## src/rtl/rv_pkg.sv

```systemverilog
// Shared definitions for the RV32I pipeline registers.
//
// Contents:
//   XLEN, REG_AW, NOP_INSTR  - datapath width, register address width, bubble opcode
//   mem_wb_t                 - packed MEM/WB register contents
//   MEM_WB_BUBBLE            - value loaded on reset and on flush (addi x0,x0,0, invalid)
package rv_pkg;

  localparam int          XLEN      = 32;
  localparam int          REG_AW    = 5;
  localparam logic [31:0] NOP_INSTR = 32'h0000_0013;

  typedef struct packed {
    logic [XLEN-1:0]   data;
    logic [XLEN-1:0]   alu_result;
    logic [REG_AW-1:0] rd;
    logic              reg_write;
    logic              regout;
    logic [31:0]       instruction;
    logic              valid;
  } mem_wb_t;

  localparam mem_wb_t MEM_WB_BUBBLE = '{
    data:        '0,
    alu_result:  '0,
    rd:          '0,
    reg_write:   1'b0,
    regout:      1'b0,
    instruction: NOP_INSTR,
    valid:       1'b0
  };

endpackage

```

## src/rtl/mem_wb_stage_if.sv

```systemverilog
// MEM -> WB bundle plus the register-file write port and WB forwarding source.
//
// Slot semantics: mem_valid marks a real instruction in the MEM slot (0 = bubble).
// There is no ready signal; stall is the only backpressure and, when high, the
// WB register holds and the MEM stage must keep its own contents. flush wins
// over stall and turns the WB slot into a bubble.
//
// Modports:
//   master - MEM stage / hazard unit side: drives mem_*, stall, flush; sees wb_*, fwd_*
//   slave  - mem_wb_stage side: receives mem_*, stall, flush; drives wb_*, fwd_*
interface mem_wb_stage_if;
  import rv_pkg::*;

  logic [XLEN-1:0]   mem_data;
  logic [XLEN-1:0]   mem_alu_result;
  logic [REG_AW-1:0] mem_rd;
  logic              mem_reg_write;
  logic              mem_regout;
  logic [31:0]       mem_instruction;
  logic              mem_valid;
  logic              stall;
  logic              flush;

  logic [XLEN-1:0]   wb_write_data;
  logic [REG_AW-1:0] wb_rd;
  logic              wb_reg_write;
  logic [31:0]       wb_instruction;
  logic              wb_valid;
  logic [XLEN-1:0]   fwd_wb_data;
  logic [REG_AW-1:0] fwd_wb_rd;

  modport master (
    output mem_data, mem_alu_result, mem_rd, mem_reg_write, mem_regout,
           mem_instruction, mem_valid, stall, flush,
    input  wb_write_data, wb_rd, wb_reg_write, wb_instruction, wb_valid,
           fwd_wb_data, fwd_wb_rd
  );

  modport slave (
    input  mem_data, mem_alu_result, mem_rd, mem_reg_write, mem_regout,
           mem_instruction, mem_valid, stall, flush,
    output wb_write_data, wb_rd, wb_reg_write, wb_instruction, wb_valid,
           fwd_wb_data, fwd_wb_rd
  );

endinterface

```

## src/rtl/pipe_reg.sv

```systemverilog
// Generic pipeline register: async reset and flush both load RST_VAL,
// stall holds, otherwise d is captured. Priority: rst > flush > stall > load.
//
// Ports:
//   clk, rst     - clock, asynchronous active-high reset
//   stall, flush - hold / load-bubble controls
//   d, q         - W-bit data in / registered data out
module pipe_reg #(
  parameter int           W       = 1,
  parameter logic [W-1:0] RST_VAL = '0
) (
  input  logic         clk,
  input  logic         rst,
  input  logic         stall,
  input  logic         flush,
  input  logic [W-1:0] d,
  output logic [W-1:0] q
);

  always_ff @(posedge clk or posedge rst) begin
    if (rst) begin
      q <= RST_VAL;
    end else if (flush) begin
      q <= RST_VAL;
    end else if (!stall) begin
      q <= d;
    end
  end

endmodule

```

## src/rtl/mem_wb_stage.sv

```systemverilog
// MEM/WB pipeline register and write-back select for the 5-stage RV32I core.
// Drives the register-file write port and the WB forwarding source. Outputs are
// functions of the registered fields only (1-cycle latency from mem_* inputs).
//
// Ports:
//   clk, rst     - core clock, asynchronous active-high reset
//   bus          - mem_wb_stage_if.slave: mem_* inputs, stall/flush, wb_*/fwd_* outputs
//   retire_count - 64-bit retired-instruction count (only with RETIRE_CNT_EN)
//
// Build option: define RETIRE_CNT_EN to add the retire counter and its port.
module mem_wb_stage
  import rv_pkg::*;
(
  input  logic              clk,
  input  logic              rst,
  mem_wb_stage_if.slave     bus
`ifdef RETIRE_CNT_EN
  ,
  output logic [63:0]       retire_count
`endif
);

  mem_wb_t                     d;
  mem_wb_t                     q;
  logic [$bits(mem_wb_t)-1:0]  q_bits;
  logic                        write_en;

  always_comb begin
    d             = MEM_WB_BUBBLE;
    d.data        = bus.mem_data;
    d.alu_result  = bus.mem_alu_result;
    d.rd          = bus.mem_rd;
    d.reg_write   = bus.mem_reg_write;
    d.regout      = bus.mem_regout;
    d.instruction = bus.mem_instruction;
    d.valid       = bus.mem_valid;
  end

  pipe_reg #(
    .W       ($bits(mem_wb_t)),
    .RST_VAL (MEM_WB_BUBBLE)
  ) u_reg (
    .clk   (clk),
    .rst   (rst),
    .stall (bus.stall),
    .flush (bus.flush),
    .d     (d),
    .q     (q_bits)
  );

  assign q = mem_wb_t'(q_bits);

  // Bubbles and x0 never write, whatever reg_write was captured.
  assign write_en = q.reg_write && q.valid && (q.rd != '0);

  assign bus.wb_write_data  = q.regout ? q.data : q.alu_result;
  assign bus.wb_rd          = q.rd;
  assign bus.wb_reg_write   = write_en;
  assign bus.wb_instruction = q.instruction;
  assign bus.wb_valid       = q.valid;
  assign bus.fwd_wb_data    = bus.wb_write_data;
  // Zero address tells the hazard unit there is nothing to forward.
  assign bus.fwd_wb_rd      = write_en ? q.rd : '0;

`ifdef RETIRE_CNT_EN
  // An instruction retires on the edge it leaves WB: either replaced by the
  // next one (not stalled) or squashed by a flush.
  always_ff @(posedge clk or posedge rst) begin
    if (rst) begin
      retire_count <= '0;
    end else if (q.valid && (bus.flush || !bus.stall)) begin
      retire_count <= retire_count + 64'd1;
    end
  end
`endif

endmodule

```

## src/flat_wrapper.sv

```systemverilog
// flat-port wrapper written by rule: the top's interface ports become plain ports
module mem_wb_stage_flat import rv_pkg::*;
  (clk, rst, bus_mem_data, bus_mem_alu_result, bus_mem_rd, bus_mem_reg_write, bus_mem_regout, bus_mem_instruction, bus_mem_valid, bus_stall, bus_flush, bus_wb_write_data, bus_wb_rd, bus_wb_reg_write, bus_wb_instruction, bus_wb_valid, bus_fwd_wb_data, bus_fwd_wb_rd);
  mem_wb_stage_if bus_i ();
  input  logic clk;
  input  logic rst;
  input wire logic [$bits(bus_i.mem_data)-1:0] bus_mem_data;
  input wire logic [$bits(bus_i.mem_alu_result)-1:0] bus_mem_alu_result;
  input wire logic [$bits(bus_i.mem_rd)-1:0] bus_mem_rd;
  input wire logic [$bits(bus_i.mem_reg_write)-1:0] bus_mem_reg_write;
  input wire logic [$bits(bus_i.mem_regout)-1:0] bus_mem_regout;
  input wire logic [$bits(bus_i.mem_instruction)-1:0] bus_mem_instruction;
  input wire logic [$bits(bus_i.mem_valid)-1:0] bus_mem_valid;
  input wire logic [$bits(bus_i.stall)-1:0] bus_stall;
  input wire logic [$bits(bus_i.flush)-1:0] bus_flush;
  output wire logic [$bits(bus_i.wb_write_data)-1:0] bus_wb_write_data;
  output wire logic [$bits(bus_i.wb_rd)-1:0] bus_wb_rd;
  output wire logic [$bits(bus_i.wb_reg_write)-1:0] bus_wb_reg_write;
  output wire logic [$bits(bus_i.wb_instruction)-1:0] bus_wb_instruction;
  output wire logic [$bits(bus_i.wb_valid)-1:0] bus_wb_valid;
  output wire logic [$bits(bus_i.fwd_wb_data)-1:0] bus_fwd_wb_data;
  output wire logic [$bits(bus_i.fwd_wb_rd)-1:0] bus_fwd_wb_rd;
  assign bus_i.mem_data = bus_mem_data;
  assign bus_i.mem_alu_result = bus_mem_alu_result;
  assign bus_i.mem_rd = bus_mem_rd;
  assign bus_i.mem_reg_write = bus_mem_reg_write;
  assign bus_i.mem_regout = bus_mem_regout;
  assign bus_i.mem_instruction = bus_mem_instruction;
  assign bus_i.mem_valid = bus_mem_valid;
  assign bus_i.stall = bus_stall;
  assign bus_i.flush = bus_flush;
  assign bus_wb_write_data = bus_i.wb_write_data;
  assign bus_wb_rd = bus_i.wb_rd;
  assign bus_wb_reg_write = bus_i.wb_reg_write;
  assign bus_wb_instruction = bus_i.wb_instruction;
  assign bus_wb_valid = bus_i.wb_valid;
  assign bus_fwd_wb_data = bus_i.fwd_wb_data;
  assign bus_fwd_wb_rd = bus_i.fwd_wb_rd;
  mem_wb_stage u_core (.clk(clk), .rst(rst), .bus(bus_i));
endmodule
```

## config.mk

```make
export PLATFORM = sky130hd
export DESIGN_NAME = mem_wb_stage_flat
export DESIGN_NICKNAME = d
export VERILOG_FILES = /design/src/rtl/rv_pkg.sv /design/src/rtl/mem_wb_stage_if.sv /design/src/rtl/pipe_reg.sv /design/src/rtl/mem_wb_stage.sv /design/src/flat_wrapper.sv
export SDC_FILE = /design/constraint.sdc
export NUM_CORES = 1
export LEC_CHECK = 0
export BUFFER_PORTS_ARGS = -buffer_cell sky130_fd_sc_hd__clkbuf_2
export CAP_MARGIN = 10
export CORE_MARGIN = 2
export CORE_UTILIZATION = 30
export CTS_CLUSTER_DIAMETER = 120
export DETAILED_ROUTE_END_ITERATION = 12
export GPL_ROUTABILITY_DRIVEN = 1
export GPL_TIMING_DRIVEN = 0
export MAX_ROUTING_LAYER = met4
export PLACE_DENSITY_LB_ADDON = 0.08
export SLEW_MARGIN = 20
export SYNTH_ARGS = -nofsm -noshare
export SYNTH_HDL_FRONTEND = slang
export SYNTH_HIERARCHICAL = 1
export SYNTH_SLANG_ARGS = --single-unit
export TNS_END_PERCENT = 50
```

## constraint.sdc

```tcl
create_clock -name clk -period 5 [get_ports clk]
set_clock_uncertainty 0.2 [all_clocks]
set_input_delay 0 -clock clk [delete_from_list [all_inputs] [get_ports clk]]
set_output_delay 0 -clock clk [all_outputs]
set_load 0.01 [all_outputs]
```

==> results of run 1 <==
timing repair:
item                                    in CTS  in global routing
endpoints found under the setup margin       0                  0
hold buffers                               127                  0
hold endpoints to repair                   207                  0
critical path, cell delays in order:
cell           delay, ns
dlygate4sd3_1       0.54
clkbuf_2            0.11
nor2b_1             0.11
dlygate4sd3_1       0.54
a211o_1             0.27
dlygate4sd3_1       0.55
worst max path at each step:
stage,startpoint,end,slack (ns),cells past startpoint
global route,bus_mem_instruction[4],u_core/u_reg/q[5]$_DFFE_PP1P_,2.92,6
finish,bus_mem_instruction[0],u_core/u_reg/q[1]$_DFFE_PP1P_,2.96,6
floorplan,rst,u_core/u_reg/q[0]$_DFFE_PP0P_,2.07,1
CTS,bus_mem_instruction[4],u_core/u_reg/q[5]$_DFFE_PP1P_,2.97,6
global placement,rst,u_core/u_reg/q[86]$_DFFE_PP0P_,0.60,2
detailed placement,u_core/u_reg/q[33]$_DFFE_PP0P_,bus_wb_write_data[1],3.53,5
cell families after synthesis:
group | after synthesis | share of synthesized area
mux | 133 | 0.2906
simple gates | 112 | 0.08650
flops | 104 | 0.5104
buf+inv | 61 | 0.1063
compound gates | 4 | 0.006126
cells in the final DEF, fill, tap and decap left out, types with 3 or more instances in the layout:
cell	synthesis	layout
clkbuf_1	10	10
nor2_1	102	102
dlygate4sd3_1	0	127
clkbuf_2	0	213
buf_12	10	10
dfrtp_1	101	101
a211o_1	3	3
nor2b_1	3	3
and3_1	5	5
dfstp_2	3	3
mux2i_1	101	101
mux2_4	30	30
buf_4	38	38
clkbuf_16	0	9
cells in the mapped netlist:
master    number
and3_1         5
inv_1          1
nor3_1         1
nor2b_1        3
dfstp_2        3
a211o_1        3
nor2_1       102
buf_2          1
mux2_4        30
mux2_2         2
nand2_1        1
dfrtp_1      101
clkbuf_1      10
a21oi_1        1
buf_12        10
buf_6          1
buf_4         38
mux2i_1      101
metal layers:
layer  track usage  share of wire  vias to the layer above
met4       0.04912          0.013                        0
met2        0.2755           0.50                      140
li1              -              -                     2066
met3       0.02215          0.046                       13
met5             -              0                        -
met1        0.2123           0.45                     2010
layout make-up:
cell class,instances,area [um^2],share of cell area
sequential,104,2606,0.3230
inverter,1,8.758,0.001086
clock buffer,11,252.7,0.03133
timing repair buffer,341,2365,0.2931
buffer,60,539.3,0.06684
multi-input combinational,249,1957,0.2426
clock inverter,5,63.81,0.007909
tap,220,275.3,0.03412
report_power, final:
part | switching, uW | total (uW) | leakage, uW | internal [uW]
Clock | 324 | 743 | 0.000152 | 420
Sequential | 29.1 | 918 | 0.00137 | 889
Combinational | 190 | 444 | 0.00286 | 254
Total | 543 | 2110 | 0.00438 | 1560
stage by stage:
stage / area, um^2 / setup WS (ns) / std cells / hold WS [ns] / util
detailed placement: 6480 / 3.530 / 848 / -0.1627 / 0.3908
global route: 8068 / 2.915 / 991 / 0.03868 / 0.4865
floorplan: 5106 / 2.073 / 414 / -0.04698 / -
CTS: 8068 / 2.967 / 991 / 0.0003598 / 0.4865
finish: 8068 / 2.957 / 991 / -0.002785 / 0.4865
global placement: 6447 / 0.5985 / 847 / 0.03999 / 0.3888
==> results.md, run 1 <==
- Ranking of synthesized cells by area: dfrtp_1 49%, mux2i_1 20%, mux2_4 8.8%
- Overflow left after global routing: 0
- Clock Latency Late Sink: 0.34 ns
- Peak VDD IR: 0.1464 mV
- WL final: 14130 um
- Fill count: 1583
- Number of synthesized register bits: 104
- Via count: 4229
- Count of final max-slew check failures: 0
- Slew HR: 0.5999
- Final ANT Viol Nets: 0
- HPWL after detailed placement: 9751 um
- First-pass DRT Iterations: 4
- Status: finished, violations left
- Total Power: 2106 uW
- CTS buffer count: 9
- Max-Cap Viols: 0
- Post-synthesis cell count: 414
- Die Wd: 134.5 um
- Unrepaired setup endpoints after global routing: false
- CP max FO: 1
- DRT iter0 DRCs: 121
- H-tree Lvls: 3
- Synth Cell Area: 5106 um^2
- Routed WL per cell: 14.26 um
- Synthesized Nets: 522
- Die Y-Extent: 134.5 um
- Final setup fails: 0
- Largest regs: u_core/u_reg/q: 104 flops
- Worst-Margin Slew: 0.6002 ns
- Hold WS: -0.002785 ns
- Worst r2r dst: u_core/u_reg/q[1]$_DFFE_PP1P_
- Clk sinks: 104
- CP Launch Type: input pin
- Static Leakage: 0.004381 uW
- Violated checks: hold timing
- Layout area overhead: 58.00%
- Port Buffers: 213
- Worst r2r src: u_core/u_reg/q[1]$_DFFE_PP1P_
- Total GRT Usage: 0.1657
- Nets: 874
- Largest register FFs: 104
- Hold Vio Cnt, Final: 2
- Biggest area consumer among synthesized cells: dfrtp_1
- Power Density: 261.0 nW/um^2
- N_diodes: 0
- Avg Inst Size Synth: 12.33 um^2
- Arrival @ worst endpoint: 2.12 ns
- Crit. End Element: flip-flop
- CTS root buf: clkbuf_16
- I/O Pins: 216
- Vias in the first global route: 4488
- Max Fclk: 0.4895 GHz
- Placer congestion estimate: 0.7374
- FF-to-FF setup slack: 3.53 ns
- Die area: 18080 um^2
- Antenna violations before repair: 0
- Vias per cell: 4.267
- Post-CTS setup buffer count: 0
- Setup Crit Path Kind: in2reg
- Post-synthesis sequential area ratio: 0.5104
- CTS tree: built
- Post-route DRC: 0
- Starting Density: 0.3079
- First-pass GRT wire length: 22850 um
- Tcrit/Tclk final: 0.4086
- Biggest register: u_core/u_reg/q
- Num rows: 47
- Min Clock Period, post-route: 2.043 ns
- Clock Path Buffers: 2
- Hold Path Class: in2async
- CTS resizes: 0
- Synthesis warning total: 6
- Required @ worst endpoint: 5.07 ns
- Core area: 16580 um^2
- Area share of the largest cell type after synthesis: 0.4950
- Final setup TNS: 0 ns
- Clk pin slew, worst setup/hold paths: 0.07 ns
- Largest net degree at the start of global routing: 64
- Share of cells above drive strength 1: 0.4099
- Worst reg2reg path depth: 2
- Post-synth cell types: 18
No activity file was read; power rests on OpenSTA's default activity.
==> run 2: changes to the inputs <==
==> constraint.sdc (replaced) <==
create_clock -name clk -period 2.1 [get_ports clk]
set_clock_uncertainty 0.2 [all_clocks]
set_input_delay 0 -clock clk [delete_from_list [all_inputs] [get_ports clk]]
set_output_delay 0 -clock clk [all_outputs]
set_load 0.01 [all_outputs]
==> results.md, run 2 (synthesis results as in run 1) <==
- Num rows: 47 (unchanged)
- Min-delay src: bus_stall
- Share of cells above drive strength 1: 0.4072 (was 0.4099)
- First-pass GRT wire length: 22850 um (about the same)
- Reg area: 2606 um^2 (unchanged)
- Count of final max-slew check failures: 0 (unchanged)
- Fill count: 1544 (was 1583)
- Required @ worst endpoint: 2.17 ns (was 5.07 ns)
- Slew HR: 0.5565 (was 0.5999)
- N_diodes: 0 (unchanged)
- First-pass DRT Iterations: 4 (unchanged)
- H-tree Lvls: 3 (unchanged)
- Post-Place Worst Slack: 0.6284 ns (was 3.530 ns)
- Final setup fails: 0 (unchanged)
- Clk pin slew, worst setup/hold paths: 0.07 ns (about the same)
- Static Leakage: 0.004435 uW (was 0.004381 uW)
- Die Wd: 134.5 um (unchanged)
- Largest net degree at the start of global routing: 31 (was 64)
- Die Y-Extent: 134.5 um (unchanged)
- I/O Pins: 216 (unchanged)
- Via count: 4260 (was 4229)
- Most common cell after layout, fill and taps aside: clkbuf_2 (unchanged)
- Most used routing layer: met2 (unchanged)
- Tcrit/Tclk final: 0.9739
- Hold Vio Cnt, Final: 1 (was 2)
- Crit. End Element: flip-flop (unchanged)
- Post-route DRC: 0 (unchanged)
- WL final: 13960 um (was 14130 um)
- Routed WL per cell: 13.95 um (was 14.26 um)
- Placed cell area: 6519 um^2 (was 6480 um^2)
- Setup Crit Path Kind: in2reg (unchanged)
- Port Buffers: 213 (unchanged)
- Final instance area: 8165 um^2 (was 8068 um^2)
- Max-Cap Viols: 0 (unchanged)
- Worst-Margin Slew: 0.6638 ns (was 0.6002 ns)
- Min Clock Period, post-route: 2.045 ns
- Met1 usage: 0.1999 (was 0.2123)
- Status: finished, violations left (unchanged)
- Placer congestion estimate: 0.7446 (was 0.7374)
- CP max FO: 1 (unchanged)
- P_int: 3668 uW (was 1563 uW)
- Vias per cell: 4.256 (was 4.267)
- Hold Path Class: in2reg (was in2async)
- CTS resizes: 0 (unchanged)
- Clk sinks: 104 (unchanged)
- Logic pwr share: 0.218 (was 0.211)
- CTS buffer count: 9 (unchanged)
- Unrepaired setup endpoints after global routing: false (unchanged)
- Clock power frac: 0.340 (was 0.353)
- Die area: 18080 um^2 (unchanged)
- Biggest register: u_core/u_reg/q (unchanged)
- Vias in the first global route: 4542 (was 4488)
- Layout area overhead: 59.91% (was 58.00%)
- Multi-input logic area: 1957 um^2 (unchanged)
- Psw: 1275 uW (was 542.6 uW)
- M2 GR Usage: 0.2817 (was 0.2755)
- Critical Path Start: bus_mem_instruction[0] (unchanged)
- Core area: 16580 um^2 (unchanged)
- Switching share of power: 0.2579 (was 0.2577)
- Final cell count without fillers: 1001 (was 991)
- Power Density: 605.4 nW/um^2 (was 261.0 nW/um^2)
- CP Launch Type: input pin (unchanged)
- Clock Path Buffers: 2 (unchanged)
- Total Power: 4943 uW (was 2106 uW)
- Total GRT Usage: 0.1656 (was 0.1657)
- Worst r2r src: u_core/u_reg/q[45]$_DFFE_PP0P_ (was u_core/u_reg/q[1]$_DFFE_PP1P_)
- Worst Setup Slack, final: 0.05487 ns (was 2.957 ns)
- Hold WS: -0.004957 ns (was -0.002785 ns)
- Max Fclk: 0.4890 GHz
- Violated checks: hold timing (unchanged)
- Peak VDD IR: 0.3497 mV (was 0.1464 mV)
- Nets: 884 (was 874)
- Starting Density: 0.3079 (unchanged)
- Arrival @ worst endpoint: 2.12 ns (about the same)
- CTS tree: built (unchanged)
- Flop pwr share: 0.443 (was 0.436)
- GRT met3 Usage: 0.02853 (was 0.02215)
- HPWL after detailed placement: 9778 um (was 9751 um)
- DRT iter0 DRCs: 147 (was 121)
- Antenna violations before repair: 0 (unchanged)
- Largest register FFs: 104 (unchanged)
- Largest regs: u_core/u_reg/q: 104 flops (unchanged)
- Overflow left after global routing: 0 (unchanged)
- Clock Latency Late Sink: 0.34 ns (about the same)
- Final ANT Viol Nets: 0 (unchanged)
- Inst Count DP: 850 (was 848)
- CTS root buf: clkbuf_16 (unchanged)
- Most frequent cells in the layout: 213 x clkbuf_2, 135 x dlygate4sd3_1, 102 x nor2_1, 101 x mux2i_1, 101 x dfrtp_1 (was 213 x clkbuf_2, 127 x dlygate4sd3_1, 102 x nor2_1, 101 x mux2i_1, 101 x dfrtp_1)
## run 2: per-layer routing
metal  up-vias  wire [um]
li1       2078          -
met5         -          0
met3        16        690
met2       138       6962
met1      2028       6087
met4         0        221
## run 2: per-stage QoR
stage / setup TNS (ns) / utilization
6_report: 0 / 0.4924
3_5_place_dp: 0 / 0.3931
4_1_cts: 0 / 0.4924
3_3_place_gp: -15.86 / 0.3890
5_1_grt: 0 / 0.4924
2_1_floorplan: 0 / -
## run 2: path summary, 6_finish.rpt
| kind | end | cells past startpoint | slack [ns] |
|---|---|---|---|
| max | u_core/u_reg/q[1]$_DFFE_PP1P_ | 6 | 0.05 |
| min | u_core/u_reg/q[43]$_DFFE_PP0P_ | 4 | -0.005 |
| max reg2reg | u_core/u_reg/q[45]$_DFFE_PP0P_ | 4 | 0.14 |
| min reg2reg | u_core/u_reg/q[59]$_DFFE_PP0P_ | 2 | 0.32 |
| max in group asynchronous | u_core/u_reg/q[71]$_DFFE_PP0P_ | 5 | 0.86 |
| min in group asynchronous | u_core/u_reg/q[26]$_DFFE_PP0P_ | 3 | 0.09 |
## run 2: power groups by stage
stage | clock network [uW] | logic, uW | registers [uW]
floorplan | 0 | 533 | 2230
global placement | 0 | 862 | 2220
detailed placement | 0 | 886 | 2230
CTS | 1760 | 1090 | 2190
global route | 1840 | 1180 | 2200
finish | 1680 | 1080 | 2190
## run 2: cell type report
class,count,share of cell area
inverters,1,0.0009194
well taps,220,0.03371
flip-flops and latches,104,0.3192
plain buffers,60,0.06604
multi-input cells,249,0.2397
clock buffers,9,0.02758
repair buffers,351,0.3043
clock inverters,7,0.008581
## run 2: critical path: stages
cell and delay (ns):
dlygate4sd3_1 0.54, clkbuf_2 0.11, nor2b_1 0.11, dlygate4sd3_1 0.55
a211o_1 0.26, dlygate4sd3_1 0.55
## run 2: timing repair
action                                 4_1_cts  5_1_grt
setup buffers                                0        0
endpoints found under the hold margin      185        0
hold buffers                               135        0
